$ cat src/rtl/tt_sweep_capture.sv
// Truth-table sweeper: drives all 16 input vectors to a 4-input combinational unit,
// holds each for HOLD_CYCLES, and records its f/g responses against expected maps.
module tt_sweep_capture #(
    parameter int unsigned HOLD_CYCLES = 20,
    parameter logic [15:0] EXP_F       = 16'h0000,
    parameter logic [15:0] EXP_G       = 16'h0000
) (
    input  logic        clk,
    input  logic        rst,
    input  logic        start,
    output logic        a,
    output logic        b,
    output logic        c,
    output logic        d,
    input  logic        f,
    input  logic        g,
    output logic [3:0]  vec_idx,
    output logic        busy,
    output logic        done,
    output logic [15:0] f_map,
    output logic [15:0] g_map,
    output logic [4:0]  err_count,
    output logic        pass
);

    typedef enum logic [1:0] {
        ST_IDLE = 2'd0,
        ST_RUN  = 2'd1,
        ST_DONE = 2'd2
    } state_t;

    localparam logic [7:0] LAST_CNT = 8'(HOLD_CYCLES - 1);

    state_t      state_q, state_d;
    logic [3:0]  vec_idx_q, vec_idx_d;
    logic [7:0]  cnt_q, cnt_d;
    logic        busy_q, busy_d;
    logic        done_q, done_d;
    logic [15:0] f_map_q, f_map_d;
    logic [15:0] g_map_q, g_map_d;
    logic [4:0]  err_count_q, err_count_d;
    logic        pass_q, pass_d;
    logic        mismatch_s;

    // One vector counts once even when both f and g disagree.
    assign mismatch_s = (f != EXP_F[vec_idx_q]) || (g != EXP_G[vec_idx_q]);

    // Next-state and next-output logic for the IDLE/RUN/DONE sequence.
    always_comb begin
        state_d     = state_q;
        vec_idx_d   = vec_idx_q;
        cnt_d       = cnt_q;
        busy_d      = busy_q;
        done_d      = 1'b0;
        f_map_d     = f_map_q;
        g_map_d     = g_map_q;
        err_count_d = err_count_q;
        pass_d      = pass_q;
        case (state_q)
            ST_IDLE: begin
                if (start) begin
                    state_d     = ST_RUN;
                    vec_idx_d   = 4'd0;
                    cnt_d       = 8'd0;
                    busy_d      = 1'b1;
                    f_map_d     = 16'h0000;
                    g_map_d     = 16'h0000;
                    err_count_d = 5'd0;
                    pass_d      = 1'b0;
                end else begin
                    state_d = ST_IDLE;
                end
            end
            ST_RUN: begin
                if (cnt_q == LAST_CNT) begin
                    f_map_d[vec_idx_q] = f;
                    g_map_d[vec_idx_q] = g;
                    err_count_d        = err_count_q + {4'd0, mismatch_s};
                    cnt_d              = 8'd0;
                    if (vec_idx_q == 4'd15) begin
                        state_d   = ST_DONE;
                        vec_idx_d = 4'd0;
                        busy_d    = 1'b0;
                        done_d    = 1'b1;
                        pass_d    = (err_count_d == 5'd0);
                    end else begin
                        vec_idx_d = vec_idx_q + 4'd1;
                    end
                end else begin
                    cnt_d = cnt_q + 8'd1;
                end
            end
            ST_DONE: begin
                state_d = ST_IDLE;
            end
            default: begin
                state_d   = ST_IDLE;
                vec_idx_d = 4'd0;
                cnt_d     = 8'd0;
                busy_d    = 1'b0;
            end
        endcase
    end

    // State and output registers; reset overrides any sweep in progress.
    always_ff @(posedge clk) begin
        if (rst) begin
            state_q     <= ST_IDLE;
            vec_idx_q   <= 4'd0;
            cnt_q       <= 8'd0;
            busy_q      <= 1'b0;
            done_q      <= 1'b0;
            f_map_q     <= 16'h0000;
            g_map_q     <= 16'h0000;
            err_count_q <= 5'd0;
            pass_q      <= 1'b0;
        end else begin
            state_q     <= state_d;
            vec_idx_q   <= vec_idx_d;
            cnt_q       <= cnt_d;
            busy_q      <= busy_d;
            done_q      <= done_d;
            f_map_q     <= f_map_d;
            g_map_q     <= g_map_d;
            err_count_q <= err_count_d;
            pass_q      <= pass_d;
        end
    end

    assign {a, b, c, d} = vec_idx_q;
    assign vec_idx      = vec_idx_q;
    assign busy         = busy_q;
    assign done         = done_q;
    assign f_map        = f_map_q;
    assign g_map        = g_map_q;
    assign err_count    = err_count_q;
    assign pass         = pass_q;

endmodule

$ cat config.mk
export PLATFORM = sky130hd
export DESIGN_NAME = tt_sweep_capture
export DESIGN_NICKNAME = d
export VERILOG_FILES = /design/src/rtl/tt_sweep_capture.sv
export SDC_FILE = /design/constraint.sdc
export NUM_CORES = 1
export LEC_CHECK = 0
export ABC_AREA = 1
export BUFFER_PORTS_ARGS = -buffer_cell sky130_fd_sc_hd__buf_2
export CAP_MARGIN = 5
export CORE_AREA = 2 2 73 75
export DETAILED_ROUTE_END_ITERATION = 7
export DIE_AREA = 0 0 75 77
export GPL_TIMING_DRIVEN = 0
export PLACE_DENSITY = 0.78
export SLEW_MARGIN = 20
export SYNTH_ARGS = -nofsm -noshare
export SYNTH_HDL_FRONTEND = slang
export SYNTH_SLANG_ARGS = --single-unit
$ cat constraint.sdc
create_clock -name clk -period 2.35 [get_ports clk]
set_input_delay 0.47 -clock clk [delete_from_list [all_inputs] [get_ports clk]]
set_output_delay 0.47 -clock clk [all_outputs]
set_load 0.05 [all_outputs]
Yosys cells after proc, flatten, opt, wreduce, memory -nomap -nowiden
Memories as Yosys holds them, arrays and structs flattened. A register that Yosys moved wholly into a read port is not among the register bits.
Cells that the tools add are included.
- logic and storage cells: 74
- memories kept: 1
- latch bits: 0
- RAM bits: 0
- ROM bits: 16
- register bits after elaboration: 54
- memories (memory ; depth ; width ; rd ports ; clocked after Yosys merged registers in ; write ports ; line ; text):
    (name not given) ; 16 ; 1 ; 1 ; 1 ; 0 ; 46 ; assign mismatch_s = (f != EXP_F[vec_idx_q]) || (g != EXP_G[vec_idx_q]);
- order comparisons: 2
- divide/modulo/power cells: 0
- multiplexer cells: 35
- $mul: 0
- add/subtract/negate cells: 3
- eq/ne operators: 9
- bitwise logic cells: 3
- shift operators: 0
- reduce and logical (&&, ||, !) cells: 12
- operators with widths (operator ; count):
    16-bit one-hot mux with 2 select lines ; 2
    16-bit two-way mux ; 3
    16-bit bitwise mux ; 2
    8-bit one-hot mux with 3 select lines ; 1
    4-bit two-way mux ; 5
    8-bit two-way mux ; 2
    4-bit one-hot mux with 3 select lines ; 1
    1-bit two-way mux ; 10
    5-bit two-way mux ; 2
    5-bit one-hot mux with 2 select lines ; 1
    8-bit by 1-bit adder with 8-bit output, second input constant ; 1
    8-bit by 5-bit equality test with 1-bit output, second input constant ; 1
    4-bit AND reduction ; 2
    2-bit inequality test, second input constant ; 3
    3-bit AND reduction ; 2
    5-bit by 1-bit adder with 5-bit output ; 1
    5-bit zero test ; 1
    4-bit by 5-bit < comparator with 1-bit output, second input constant ; 1
    4-bit by 1-bit adder with 4-bit output, second input constant ; 1
    1-bit demux with 4-bit select ; 1
    4-bit equality test, second input constant ; 1
    4-bit by 1-bit greater-or-equal comparator with 1-bit output, second input constant ; 1
    2-bit two-way mux ; 2
    2-bit one-hot mux with 2 select lines ; 1
    12 further kinds ; 16

Depth between registers and ports, before layout
- word-level depth: 9
- mapped depth: 12
- depth with buffers taken out: 10

Least setup slack after synthesis
OpenSTA, ideal clock, no wires.
- path type: input to register
- from: input port g
- to: register pass_q (netlist: pass)
- arrival time: 1.915 ns
- data required time: 2.286 ns
- stages on the path: 12
- slack: 0.371 ns
- path buffers: 2
- cell sequence: buf_2 buf_2 or2_2 ha_1 ha_1 nand3_1 nand2_1 nand2_1 nand3_1 nor2_1 nor2_1 nor2_1
- cells in the longest elaborated chain, start to end: 7
- ends and longest elaborated chain (what ; line ; text):
    from (decl) ; 16 ; input logic g,
    1-bit inequality test ; 46 ;
    1-bit logical OR ; 46 ;
    5-bit by 1-bit adder with 5-bit output ; 78 ; err_count_d = err_count_q + {4'd0, mismatch_s};
    5-bit zero test ; 85 ; pass_d = (err_count_d == 5'd0);
    1-bit two-way mux ; 80 ; if (vec_idx_q == 4'd15) begin
    1-bit two-way mux ; 75 ; if (cnt_q == LAST_CNT) begin
    1-bit one-hot mux with 2 select lines ; 59 ; case (state_q)
    to (signal assigned) ; 126 ; pass_q <= pass_d;
    to (decl) ; 42 ; logic pass_q, pass_d;
Every way passes these cells. The select of a mux whose other input is x is not followed.
A chain may end at the register's enable or synchronous reset.

Worst setup path after layout
Same ends and word-level chain as after synthesis.

==> run metrics <==
vias in the first global route 2450; final critical-path share of the clock period 78.3%; setup slack after placement 0.197 ns; clock tree from TritonCTS built; Max H-tree Level 2; antenna diode count 0; crit end category register; status completed; depth of the worst register-to-register path 8; critical path's slowest cell or2_2; DR WL/cell 13.0 um; most common cell after layout, fill and taps aside nand2_1; wire length of the first global-routing pass 10.8 mm; die extent in x 75 um; top-level I/O count 53; post-synth top area cell dfxtp_1; Leakage Power 0.00153 uW; Crit Reg-Reg Endpoint f_map[10]$_SDFFE_PP0P_; Worst VDD drop 0.000470 V; total standard cell area after synthesis 2670 um^2; least setup slack across all paths after layout 0.511 ns; Post-synth EDFFs 0; Core Box Area 4980 um^2; total wire length after detailed routing 6.54 mm; synthesized area per cell 7.14 um^2; master cell of the clock root buffer clkbuf_8; synthesized flop and latch total 54; delay of the slowest critical-path stage 0.29 ns; starting density of the core 53.7%; share of final-layout standard cells stronger than drive strength 1 22.0%; sequential standard cell area 1080 um^2; end point of the worst hold path g_map[8]$_SDFFE_PP0P_; post-detailed-placement half-perimeter wirelength 4.69 mm; data required time of the worst path 2.60 ns; hold buffer count at CTS 0; die footprint 5780 um^2; power density over the cells 618 nW/um^2; Pwr Total 1940 uW; DRC marker count from the first detailed-route iteration 149; maximum operating frequency 544 MHz; final-report max-slew violation count 0; critical path's most frequent cell nor2_1; max_cap viols 0; Setup violations, final 0; number of buffers created by CTS 5; Fill cells 444; All-Layer GR Usage 23.8%; total clock sinks 54; Setup Crit Path Kind primary input to register; cell count after synthesis 374; Overflow after GRT 0; count of buffers from port buffering 49; FF-to-FF Start cnt_q[0]$_SDFFE_PP0P_; vertical die dimension 77 um; largest cells by area after synthesis dfxtp_1, nand2_1, nand3_1; final hold vios 0; worst reg-to-reg setup slack 0.77 ns; postcts setup bufs 0; worst rel slew slack 60.0%; portion of the post-synthesis area used by sequential elements 40.5%; fraction of post-synthesis cell area in the top cell type by area 40.5%; setup total negative slack 0 ns; data arrival at the endpoint of the critical path 2.09 ns; final layout net count 442; area of the multi-input gates 1290 um^2; later-pin clock latency in the skew report 0.31 ns; Worst path top cell family by delay simple AND/OR/NAND/NOR gates; 1st-pass router iterations 4; top flip-flop cell by instance count after synthesis dfxtp_1; nets in the synthesized netlist 386; worst hold start g_map[8]$_SDFFE_PP0P_; GP Congestion 0.873; post-layout instance count excluding filler cells 501; Routed Antenna Nets 0; transition at the pin with the smallest max-transition slack 0.600 ns; Longest Clk Path Bufs 2; via count 2572; shortest period the worst path allows 1.84 ns; post-synthesis async set-or-reset flop share 0%; number of DRC violations after detailed routing 0; Hold Path Cell Cnt 2; worst path bufs/invs 2; path class of the lowest-slack min-delay path register to register; clock-pin slew of the registers on the worst-case setup and hold paths 0.10 ns; Critical Path Source Type primary input; largest net degree at the start of global routing 17; Vias per Instance 5.13; Yosys cell types 29; cell count after placement 493; Clock Skews 0.0120 ns; number of rows created at floorplan 26; number of resized instances in the post-cts repair step 0; Area growth, synth to finish 17.8%; highest-count cells in the layout ignoring fill and taps nand2_1, nand3_1, buf_2; critical path cell sequence buf_2 -> buf_2 -> or2_2 -> ha_1 -> ha_1 -> xnor2_1 -> nand3_1 -> nor2_1 -> nor2_1 -> nor2_1; maximum fanout count along the critical path 10; Synthesis Warnings 0; initial antenna violation count 0; setup repair after global routing missed its margin no
-- power breakdown --
part / leakage, uW / total, uW / internal (uW) / switching [uW]
combinational: 0.00103 / 251 / 68.8 / 182
sequential: 0.000436 / 937 / 925 / 11.6
clock: 0.0000714 / 756 / 454 / 302
-- cell families (layout without fill, tap and decap cells) --
logic type / after synthesis / after routing / share of synthesized area, %
adder cells (fa/ha/maj): 7 / 7 / 3.28
buffers and inverters: 60 / 117 / 11.2
XOR/XNOR: 3 / 3 / 0.984
AND/OR/NAND/NOR: 198 / 198 / 34.2
AO/OA/AOI/OAI: 52 / 52 / 9.79
flip-flops: 54 / 54 / 40.5
-- through the flow --
stage	util (%)	instance area [um^2]	hold slack, ns
2_1_floorplan	-	2670	0.434
3_3_place_gp	60.4	3000	0.448
3_5_place_dp	60.4	3000	0.452
4_1_cts	63.2	3150	0.467
5_1_grt	63.2	3150	0.483
6_report	63.2	3150	0.464
-- worst max path at each step --
| stage | start | endpoint | slack [ns] | cells after the start |
|---|---|---|---|---|
| final | g | pass$_SDFFE_PP0P_ | 0.51 | 10 |
| after global routing | g | pass$_SDFFE_PP0P_ | 0.35 | 12 |
| after CTS | g | pass$_SDFFE_PP0P_ | 0.51 | 10 |
| after detailed placement | g | pass$_SDFFE_PP0P_ | 0.20 | 12 |
| after global placement | g | pass$_SDFFE_PP0P_ | 0.22 | 10 |
| after floorplan | g | pass$_SDFFE_PP0P_ | 0.37 | 12 |
-- cell usage after synthesis, types with 2 or more instances --
cell and n:
nor2_1 9, nand2_2 6, xor2_1 2, nor3_1 3, buf_8 3, nand2_1 97, clkbuf_1 5, nand3_1 70
nand4_1 2, nor2_4 2, buf_4 7, or2_2 3, inv_1 32, o21ai_0 3, a21oi_1 47, dfxtp_1 54
buf_2 6, nor2_2 2, inv_2 5, ha_1 7
-- registers in the layout (all words and copies together), names as in the netlist --
register / flops
busy: 1
cnt_q: 8
done: 1
err_count: 5
f_map: 16
g_map: 16
pass: 1
state_q: 2
vec_idx: 4
-- metal layers --
layer	share of wire, %	vias up	wire (um)	track usage, %
li1	-	1320	-	-
met1	46	1167	2990	30.8
met2	48	78	3130	38.2
met3	5.2	7	340	4.47
met4	1.0	0	68	9.64
met5	0	-	0	0
-- worst register-to-register path, stage by stage, from the launching register on --
cell,delay [ns]
dfxtp_1,0.38
ha_1,0.21
nand2_1,0.12
nor2_4,0.14
nand2_4,0.08
nor2_8,0.19
buf_8,0.17
nand3_1,0.07
a21oi_1,0.16
-- cell type report --
cell class / instances / share of cell area [%]
sequential: 54 / 34.4
tap: 70 / 2.78
inverter: 38 / 4.53
clock inverter: 2 / 1.91
clock buffer: 6 / 2.62
multi-input combinational: 260 / 41.0
buffer: 22 / 5.01
timing repair buffer: 49 / 7.79
Power figures use the tool's default switching activity.
